===== src/rtl/fetch_pc_ifid.sv =====
// ----------------------------------------------------------------------------
// fetch_pc_ifid
//
// Fetch-stage control. Owns the program counter (a word index), drives the
// word address of a synchronous instruction memory, and re-aligns that
// memory's one-cycle-late read data into the IF/ID pipeline outputs.
// Handles decode stalls, flushes and taken branches from later stages.
//
// Parameters:
//   RESET_PC   word address fetched first after reset
//   NOP_INSTR  instruction presented while if_valid = 0
//
// Ports:
//   clk            in   system clock, rising edge
//   rst            in   synchronous active-high reset
//   stall          in   hold PC and IF/ID contents
//   flush          in   squash the instruction arriving at IF/ID next edge
//   branch_taken   in   redirect fetch to branch_target (implies flush)
//   branch_target  in   [31:0] word address to fetch after a redirect
//   imem_addr      out  [31:0] word address to memory (equals pc_q)
//   imem_data      in   [31:0] registered memory read data
//   if_instr       out  [31:0] IF/ID instruction
//   if_pc          out  [31:0] word address of if_instr
//   if_npc         out  [31:0] if_pc + 1 (wraps)
//   if_valid       out  if_instr is a live instruction
// ----------------------------------------------------------------------------
module fetch_pc_ifid #(
    parameter logic [31:0] RESET_PC  = 32'h0000_0000,
    parameter logic [31:0] NOP_INSTR = 32'h0000_0000
) (
    input  logic        clk,
    input  logic        rst,
    input  logic        stall,
    input  logic        flush,
    input  logic        branch_taken,
    input  logic [31:0] branch_target,
    output logic [31:0] imem_addr,
    input  logic [31:0] imem_data,
    output logic [31:0] if_instr,
    output logic [31:0] if_pc,
    output logic [31:0] if_npc,
    output logic        if_valid
);

    logic [31:0] pc_q,         pc_d;
    logic [31:0] if_pc_q,      if_pc_d;
    logic        if_valid_q,   if_valid_d;
    logic        hold_valid_q, hold_valid_d;
    logic [31:0] hold_instr_q, hold_instr_d;

    // Next-state selection; priority is branch, flush, stall, normal advance.
    always_comb begin
        pc_d         = pc_q;
        if_pc_d      = if_pc_q;
        if_valid_d   = if_valid_q;
        hold_valid_d = hold_valid_q;
        hold_instr_d = hold_instr_q;

        if (branch_taken) begin
            pc_d         = branch_target;
            if_pc_d      = pc_q;
            if_valid_d   = 1'b0;
            hold_valid_d = 1'b0;
            hold_instr_d = '0;
        end else if (flush) begin
            pc_d         = pc_q + 32'd1;
            if_pc_d      = pc_q;
            if_valid_d   = 1'b0;
            hold_valid_d = 1'b0;
            hold_instr_d = '0;
        end else if (stall) begin
            // The memory keeps re-reading MEM[pc_q] while stalled, which is
            // the instruction after if_pc; capture the live word once on the
            // first stalled edge and present it from the hold register.
            if (!hold_valid_q) begin
                hold_instr_d = imem_data;
                hold_valid_d = 1'b1;
            end
        end else begin
            // Copying pc_q into if_pc on every advancing edge keeps if_pc
            // aligned with the data the memory captures on the same edge.
            pc_d         = pc_q + 32'd1;
            if_pc_d      = pc_q;
            if_valid_d   = 1'b1;
            hold_valid_d = 1'b0;
        end
    end

    always_ff @(posedge clk) begin
        if (rst) begin
            pc_q         <= RESET_PC;
            if_pc_q      <= RESET_PC;
            if_valid_q   <= 1'b0;
            hold_valid_q <= 1'b0;
            hold_instr_q <= '0;
        end else begin
            pc_q         <= pc_d;
            if_pc_q      <= if_pc_d;
            if_valid_q   <= if_valid_d;
            hold_valid_q <= hold_valid_d;
            hold_instr_q <= hold_instr_d;
        end
    end

    assign imem_addr = pc_q;
    assign if_pc     = if_pc_q;
    assign if_npc    = if_pc_q + 32'd1;
    assign if_valid  = if_valid_q;

    always_comb begin
        if (!if_valid_q) begin
            if_instr = NOP_INSTR;
        end else if (hold_valid_q) begin
            if_instr = hold_instr_q;
        end else begin
            if_instr = imem_data;
        end
    end

endmodule


===== config.mk =====
export PLATFORM = sky130hd
export DESIGN_NAME = fetch_pc_ifid
export DESIGN_NICKNAME = d
export VERILOG_FILES = /design/src/rtl/fetch_pc_ifid.sv
export SDC_FILE = /design/constraint.sdc
export NUM_CORES = 1
export LEC_CHECK = 0
export BUFFER_PORTS_ARGS = -buffer_cell sky130_fd_sc_hd__buf_2
export CORE_ASPECT_RATIO = 1.75
export CORE_MARGIN = 3
export CORE_UTILIZATION = 50
export DETAILED_ROUTE_END_ITERATION = 8
export PLACE_DENSITY_LB_ADDON = 0.3
export SLEW_MARGIN = 5
export SYNTH_ARGS = -nofsm -noshare
export SYNTH_HDL_FRONTEND = slang
export SYNTH_SLANG_ARGS = --single-unit

===== constraint.sdc =====
create_clock -name clk -period 2.7 [get_ports clk]
set_clock_uncertainty 0.2 [all_clocks]
set_input_delay 0.54 -clock clk [delete_from_list [all_inputs] [get_ports clk]]
set_output_delay 0.54 -clock clk [all_outputs]
set_load 0.01 [all_outputs]

==> summary.md, run 1 <==
| Metric | Value |
|---|---|
| Status | finished, violations left |
| Failing checks | negative setup slack |
| Worst r2r src | imem_addr[8] |
| Number of global-route vias before repair | 5355 |
| Post-route minimum period | 2760 ps |
| Tot GR Track Use | 25.5% |
| Sw power | 0.925 mW |
| Yosys reg bits | 98 |
| Hpwl dp | 11700 µm |
| Final setup vio count | 3 |
| Vias | 5751 |
| Setup WS post-layout | -63.6 ps |
| Clock power share | 35.5% |
| Num CTS Buffers | 9 |
| Die Y | 141 µm |
| Worst Tran Pin Value | 1100 ps |
| Crit start category | flip-flop |
| Post-synth top area cell | dfxtp_1 |
| LEAKAGE | 3.02 nW |
| Clock Path Buffers | 2 |
| VDD IR-drop max | 343 µV |
| Hold EP | imem_addr[30] |
| Final TNS setup | -123 ps |
| Hold Fails Final Rpt | 0 |
| Ports | 198 |
| Pre-antenna DRT Iters | 5 |
| Die ar. | 11800 µm² |
| # diodes | 0 |
| Seq pwr share | 49.2% |
| Root buffer cell | clkbuf_16 |
| Routability cong. | 0.895 |
| Final nets | 955 |
| Most numerous cell in the Yosys netlist | nand2_1 |
| Initial antenna violation count | 0 |
| Most used flip-flop cell after synthesis | dfxtp_1 |
| Drt via density | 5.67 |
| Worst hold slack | 229 ps |
| P&R area growth vs syn | 31.1% |
| Post-synth EDFFs | 0 |
| Synth Net Count | 766 |
| Library cells used by synthesis | 49 |
| Setup crit end kind | primary output |
| Synth area leaders | dfxtp_1, nand2_1, a21oi_1 |
| Buffers added on ports | 197 |
| First-pass GRT wire length | 25200 µm |
| CTS tree | built |
| Worst EP arrival | 2020 ps |
| Worst-path clk slew | 70 ps |
| Largest net degree at the start of global routing | 44 |
| Row cnt | 48 |
| CP required | 1960 ps |
| Initial Util | 52.2% |
| Die X | 83.4 µm |
| DR WL/cell | 15.5 µm |
| CP Max Fanout | 7 |
| RSZ-0062 raised after global routing | yes |
| Antenna-violating nets left | 0 |
| Clock sink count | 98 |
| Switching Fraction | 28.2% |
| Core footprint | 10000 µm² |
| Reg2reg setup slack | 240 ps |
| Post-synth ARST share | 0% |
| Internal power | 2.35 mW |
| Hold path depth | 3 |
| MaxCap Viol Count | 0 |
| Worst R2R Path Depth | 4 |
| Post-Route Utilization | 68.4% |
| Worst skew pair latency | 340 ps |
| Hold buffers post-CTS | 0 |
| DRC | 0 |
| Share of layout cells above drive strength 1 | 31.8% |
| Post-Syn Instances | 695 |
| Gate power share | 15.3% |
| DRT Wirelength | 15700 µm |
| Synth top area share | 37.5% |
| Syn avg cell area | 7.53 µm² |
| Cell area after synthesis | 5240 µm² |
| Synth cell count leaders | nand2_1, dfxtp_1, a21oi_1 |
| Min-delay worst type | input port to flip-flop |
| Kind of critical path | flip-flop to primary output |
| GRT overflow | 0 |
| Hold Crit Start | branch_target[30] |
| Pwr dens | 478 nW/µm² |
| Worst flop-to-flop path endpoint | imem_addr[25] |
| Register area share after synthesis | 37.5% |
| Fmax | 362 MHz |
| Slew margin rel. | 26.7% |
| Pins over their slew limit | 0 |
| Ys Warns | 0 |
| Drt initial violations | 359 |
| H-tree depth | 3 |
| Final cycle utilization of the critical path | 102% |
## power groups by stage
stage / Clock (mW) / Combinational [mW] / Sequential (mW)
after detailed placement: 0 / 0.499 / 1.64
after CTS: 1.19 / 0.502 / 1.61
after floorplan: 0 / 0.248 / 1.65
after global placement: 0 / 0.487 / 1.64
after global routing: 1.26 / 0.552 / 1.63
final: 1.16 / 0.501 / 1.62
## layout by cell type, fill, tap and decap left out, drive strengths merged, types with 5 or more instances in the layout
master / count
buf: 228
nand2: 155
dfxtp: 98
a21oi: 70
nor2: 61
mux2i: 32
nand3: 25
xor2: 21
inv: 20
nor4: 19
nand4: 17
xnor2: 16
a311oi: 12
nor3: 12
and4: 10
clkbuf: 9
or4: 8
a211oi: 7
o31ai: 7
or3: 6
o21ai: 5
clkinv: 5
## layer usage
metal	GRT usage [%]	share of wire, %	up-vias
met5	0	0	-
li1	-	-	2823
met4	10.9	3.0	0
met2	46.4	51	219
met1	28.4	39	2674
met3	5.29	6.8	35
## metrics by stage
step / total power [mW] / area [µm²] / setup slack (ps) / std cells
4_1_cts: 3.30 / 6770 / -24.4 / 1014
2_1_floorplan: 1.90 / 5240 / -14.8 / 695
3_3_place_gp: 2.13 / 6430 / 174 / 997
6_report: 3.28 / 6860 / -63.6 / 1014
3_5_place_dp: 2.14 / 6430 / 154 / 997
5_1_grt: 3.44 / 6860 / -124 / 1014
## state kept, by name, indices dropped and copies added, names as in the netlist
name          cells
hold_valid_q      1
if_valid          1
imem_addr        32
if_pc            32
hold_instr_q     32
## how the worst max path moves through the flow
stage,slack [ps],start,end,cells past startpoint
2_1_floorplan,-10,if_pc[7],if_npc[27],6
3_3_place_gp,170,if_pc[8],if_npc[19],6
3_5_place_dp,150,if_pc[0],if_npc[21],6
4_1_cts,-20,if_pc[8],if_npc[23],5
5_1_grt,-120,if_pc[5],if_npc[21],6
6_report,-60,if_pc[5],if_npc[21],6
## kinds of logic after synthesis
kind of cell / after synthesis / share of synthesized area (%)
simple gates: 328 / 29.1
compound gates: 127 / 15.4
flops: 98 / 37.5
buf+inv: 71 / 5.28
xor+xnor: 37 / 6.19
mux: 32 / 6.12
fa+ha+maj: 2 / 0.478
## what timing repair did
item | in CTS | in global routing
pin swaps | 0 | 7
buffers inserted | 1 | 0
endpoints found under the hold margin | 0 | 0
gates resized for setup | 14 | 23
endpoints found under the setup margin | 17 | 18
## layout make-up
| cell class | instances | area, µm² |
|---|---|---|
| clock buffers | 9 | 225 |
| clock inverters | 7 | 46.3 |
| fillers | 853 | 3170 |
| flip-flops and latches | 98 | 1980 |
| inverters | 21 | 78.8 |
| well taps | 125 | 156 |
| multi-input cells | 526 | 3140 |
| repair buffers | 228 | 1240 |
## worst max-delay path, cell delays in order (launching register included)
cell and delay, ps:
dfxtp_2 320, and4_1 190, or3b_4 470, buf_6 170, nor3_2 200, xor2_1 170
buf_2 150
Note: power is estimated with default switching activity, not from simulation.
==> run 2: changes to the inputs <==
--- a/config.mk
+++ b/config.mk
@@ -11,6 +11,8 @@
 export CORE_UTILIZATION = 50
 export DETAILED_ROUTE_END_ITERATION = 8
 export PLACE_DENSITY_LB_ADDON = 0.3
+export SETUP_SLACK_MARGIN = 0.3
+export SKIP_CTS_REPAIR_TIMING = 1
 export SLEW_MARGIN = 5
 export SYNTH_ARGS = -nofsm -noshare
 export SYNTH_HDL_FRONTEND = slang
==> run 2 against run 1 <==
The run still ends with negative setup slack left. Die area unchanged. Register-to-register slack improved by 60 ps. Cell count increased by 1.3%. Via count increased by 3.9%. Core utilization increased by 3.5 points. Sequential cell count unchanged.
==> summary.md, run 2 (synthesized netlist as in run 1, its figures left out) <==
| Metric | Value |
|---|---|
| Status | finished, violations left (unchanged) |
| Failing checks | negative setup slack (unchanged) |
| Design area | 7210 µm² (was 6860 µm²) |
| GRT overflow | 0 (unchanged) |
| Setup WS post-layout | -116 ps (was -63.6 ps) |
| Fmax | 355 MHz (was 362 MHz) |
| Worst skew pair latency | 330 ps (was 340 ps) |
| Min-delay worst type | input port to flip-flop (unchanged) |
| # diodes | 0 (unchanged) |
| Worst EP arrival | 2080 ps (was 2020 ps) |
| Hold path depth | 2 (was 3) |
| Num CTS Buffers | 9 (unchanged) |
| Placed cell areas | 6490 µm² (was 6430 µm²) |
| CP Max Fanout | 6 (was 7) |
| Worst Tran Pin Value | 505 ps (was 1100 ps) |
| Final nets | 968 (was 955) |
| Worst-path cell chain | and4_4, or3b_4, nor4_4, xor2_1, buf_2 (was and4_1, or3b_4, buf_6, nor3_2, xor2_1, buf_2) |
| Hpwl dp | 11900 µm (was 11700 µm) |
| Slew margin rel. | 66.0% (was 26.7%) |
| Die ar. | 11800 µm² (unchanged) |
| DRT Wirelength | 17600 µm (was 15700 µm) |
| Clock sink count | 98 (unchanged) |
| Initial antenna violation count | 0 (unchanged) |
| WP depth | 5 (was 6) |
| Worst-path clk slew | 70 ps (about the same) |
| CTS tree | built (unchanged) |
| VDD IR-drop max | 331 µV (was 343 µV) |
| DR WL/cell | 17.1 µm (was 15.5 µm) |
| Routability cong. | 0.938 (was 0.895) |
| Layout fillers | 777 (was 853) |
| Drt initial violations | 563 (was 359) |
| Pins over their slew limit | 0 (unchanged) |
| DRC | 0 (unchanged) |
| MaxCap Viol Count | 0 (unchanged) |
| Leading cell types in the layout, fill and taps excluded | buf_2, nand2_1, dfxtp_1 (unchanged) |
| Ports | 198 (unchanged) |
| RSZ-0062 raised after global routing | yes (unchanged) |
| Crit start category | flip-flop (unchanged) |
| Initial Util | 52.2% (unchanged) |
| Antenna-violating nets left | 0 (unchanged) |
| Worst path bufs/invs | 1 (was 2) |
| Slowest stage delay, CP | 490 ps (was 470 ps) |
| Root buffer cell | clkbuf_16 (unchanged) |
| Final setup vio count | 8 (was 3) |
| Core footprint | 10000 µm² (unchanged) |
| Share of layout cells above drive strength 1 | 35.5% (was 31.8%) |
| Hold Fails Final Rpt | 0 (unchanged) |
| Placed insts | 993 (was 997) |
| Setup crit end kind | primary output (unchanged) |
| H-tree depth | 3 (unchanged) |
| Tot GR Track Use | 25.8% (was 25.5%) |
| Vias | 5977 (was 5751) |
| Pre-antenna DRT Iters | 6 (was 5) |
| CP required | 1960 ps (about the same) |
| Final cycle utilization of the critical path | 104% (was 102%) |
| Drt via density | 5.82 (was 5.67) |
| Worst path slowest cell | or3b_4 (unchanged) |
| Largest net degree at the start of global routing | 39 (was 44) |
| Row cnt | 48 (unchanged) |
| Worst path top cell family by delay | simple AND/OR/NAND/NOR gates (unchanged) |
| Most common cell after layout, fill and taps aside | buf_2 (unchanged) |
| Die Y | 141 µm (unchanged) |
| Pwr dens | 476 nW/µm² (was 478 nW/µm²) |
| Clock Path Buffers | 2 (unchanged) |
| Die X | 83.4 µm (unchanged) |
| Number of global-route vias before repair | 5499 (was 5355) |
| Finished Layout Cells | 1027 (was 1014) |
| Worst R2R Path Depth | 4 (unchanged) |
| Kind of critical path | flip-flop to primary output (unchanged) |
| P&R area growth vs syn | 37.7% (was 31.1%) |
| First-pass GRT wire length | 25900 µm (was 25200 µm) |
| Buffers added on ports | 197 (unchanged) |
| Post-Route Utilization | 71.9% (was 68.4%) |
| Post-route minimum period | 2820 ps (was 2760 ps) |
| LEAKAGE | 3.22 nW (was 3.02 nW) |
[run 2: cell types whose count changed in the layout (fill, tap and decap cells not counted), sizes merged]
cell	change
buf	+9
or3b	+1
clkbuf	+4
or4	+2
clkinvlp	-1
bufinv	+1
clkinv	-3
[run 2: final timing paths]
check                   startpoint          endpoint  slack (ps)
hold reg to reg   hold_instr_q[29]  hold_instr_q[29]         260
setup reg to reg      imem_addr[8]     imem_addr[27]         300
hold / removal               stall          if_valid         250
setup / recovery          if_pc[6]        if_npc[29]        -120
[run 2: through the flow]
step	setup TNS [ps]	power, mW	setup WS (ps)	hold slack, ps
after detailed placement	0	2.14	138	246
after CTS	-1760	3.42	-226	234
after global routing	-1570	3.58	-224	251
after global placement	0	2.12	199	241
final	-550	3.43	-116	247
after floorplan	0	1.90	251	236
[run 2: layout make-up]
class / count / area (µm²) / area share (%)
clock buffers: 12 / 256 / 3.56
multi-input cells: 529 / 3300 / 45.8
well taps: 125 / 156 / 2.17
flip-flops and latches: 98 / 2020 / 28.0
clock inverters: 4 / 50.0 / 0.694
inverters: 21 / 78.8 / 1.09
repair buffers: 238 / 1350 / 18.7
[run 2: power by group]
part,internal (mW),switching (mW),leakage [nW]
clock network,0.767,0.523,0.145
logic,0.225,0.296,2.26
registers,1.52,0.105,0.816
total,2.51,0.924,3.22
[run 2: layer usage]
| layer | GRT usage, % | wire length, µm |
|---|---|---|
| met1 | 29.3 | 6370 |
| met2 | 47.1 | 9290 |
| met3 | 4.47 | 1110 |
| met4 | 11.0 | 782 |
| met5 | 0 | 0 |
[run 2: worst reg2reg max path, stage by stage, from the launching register on]
cell and delay, ps:
dfxtp_2 440, nand4_4 160, or4_2 860, o311ai_0 490, nand3_1 110
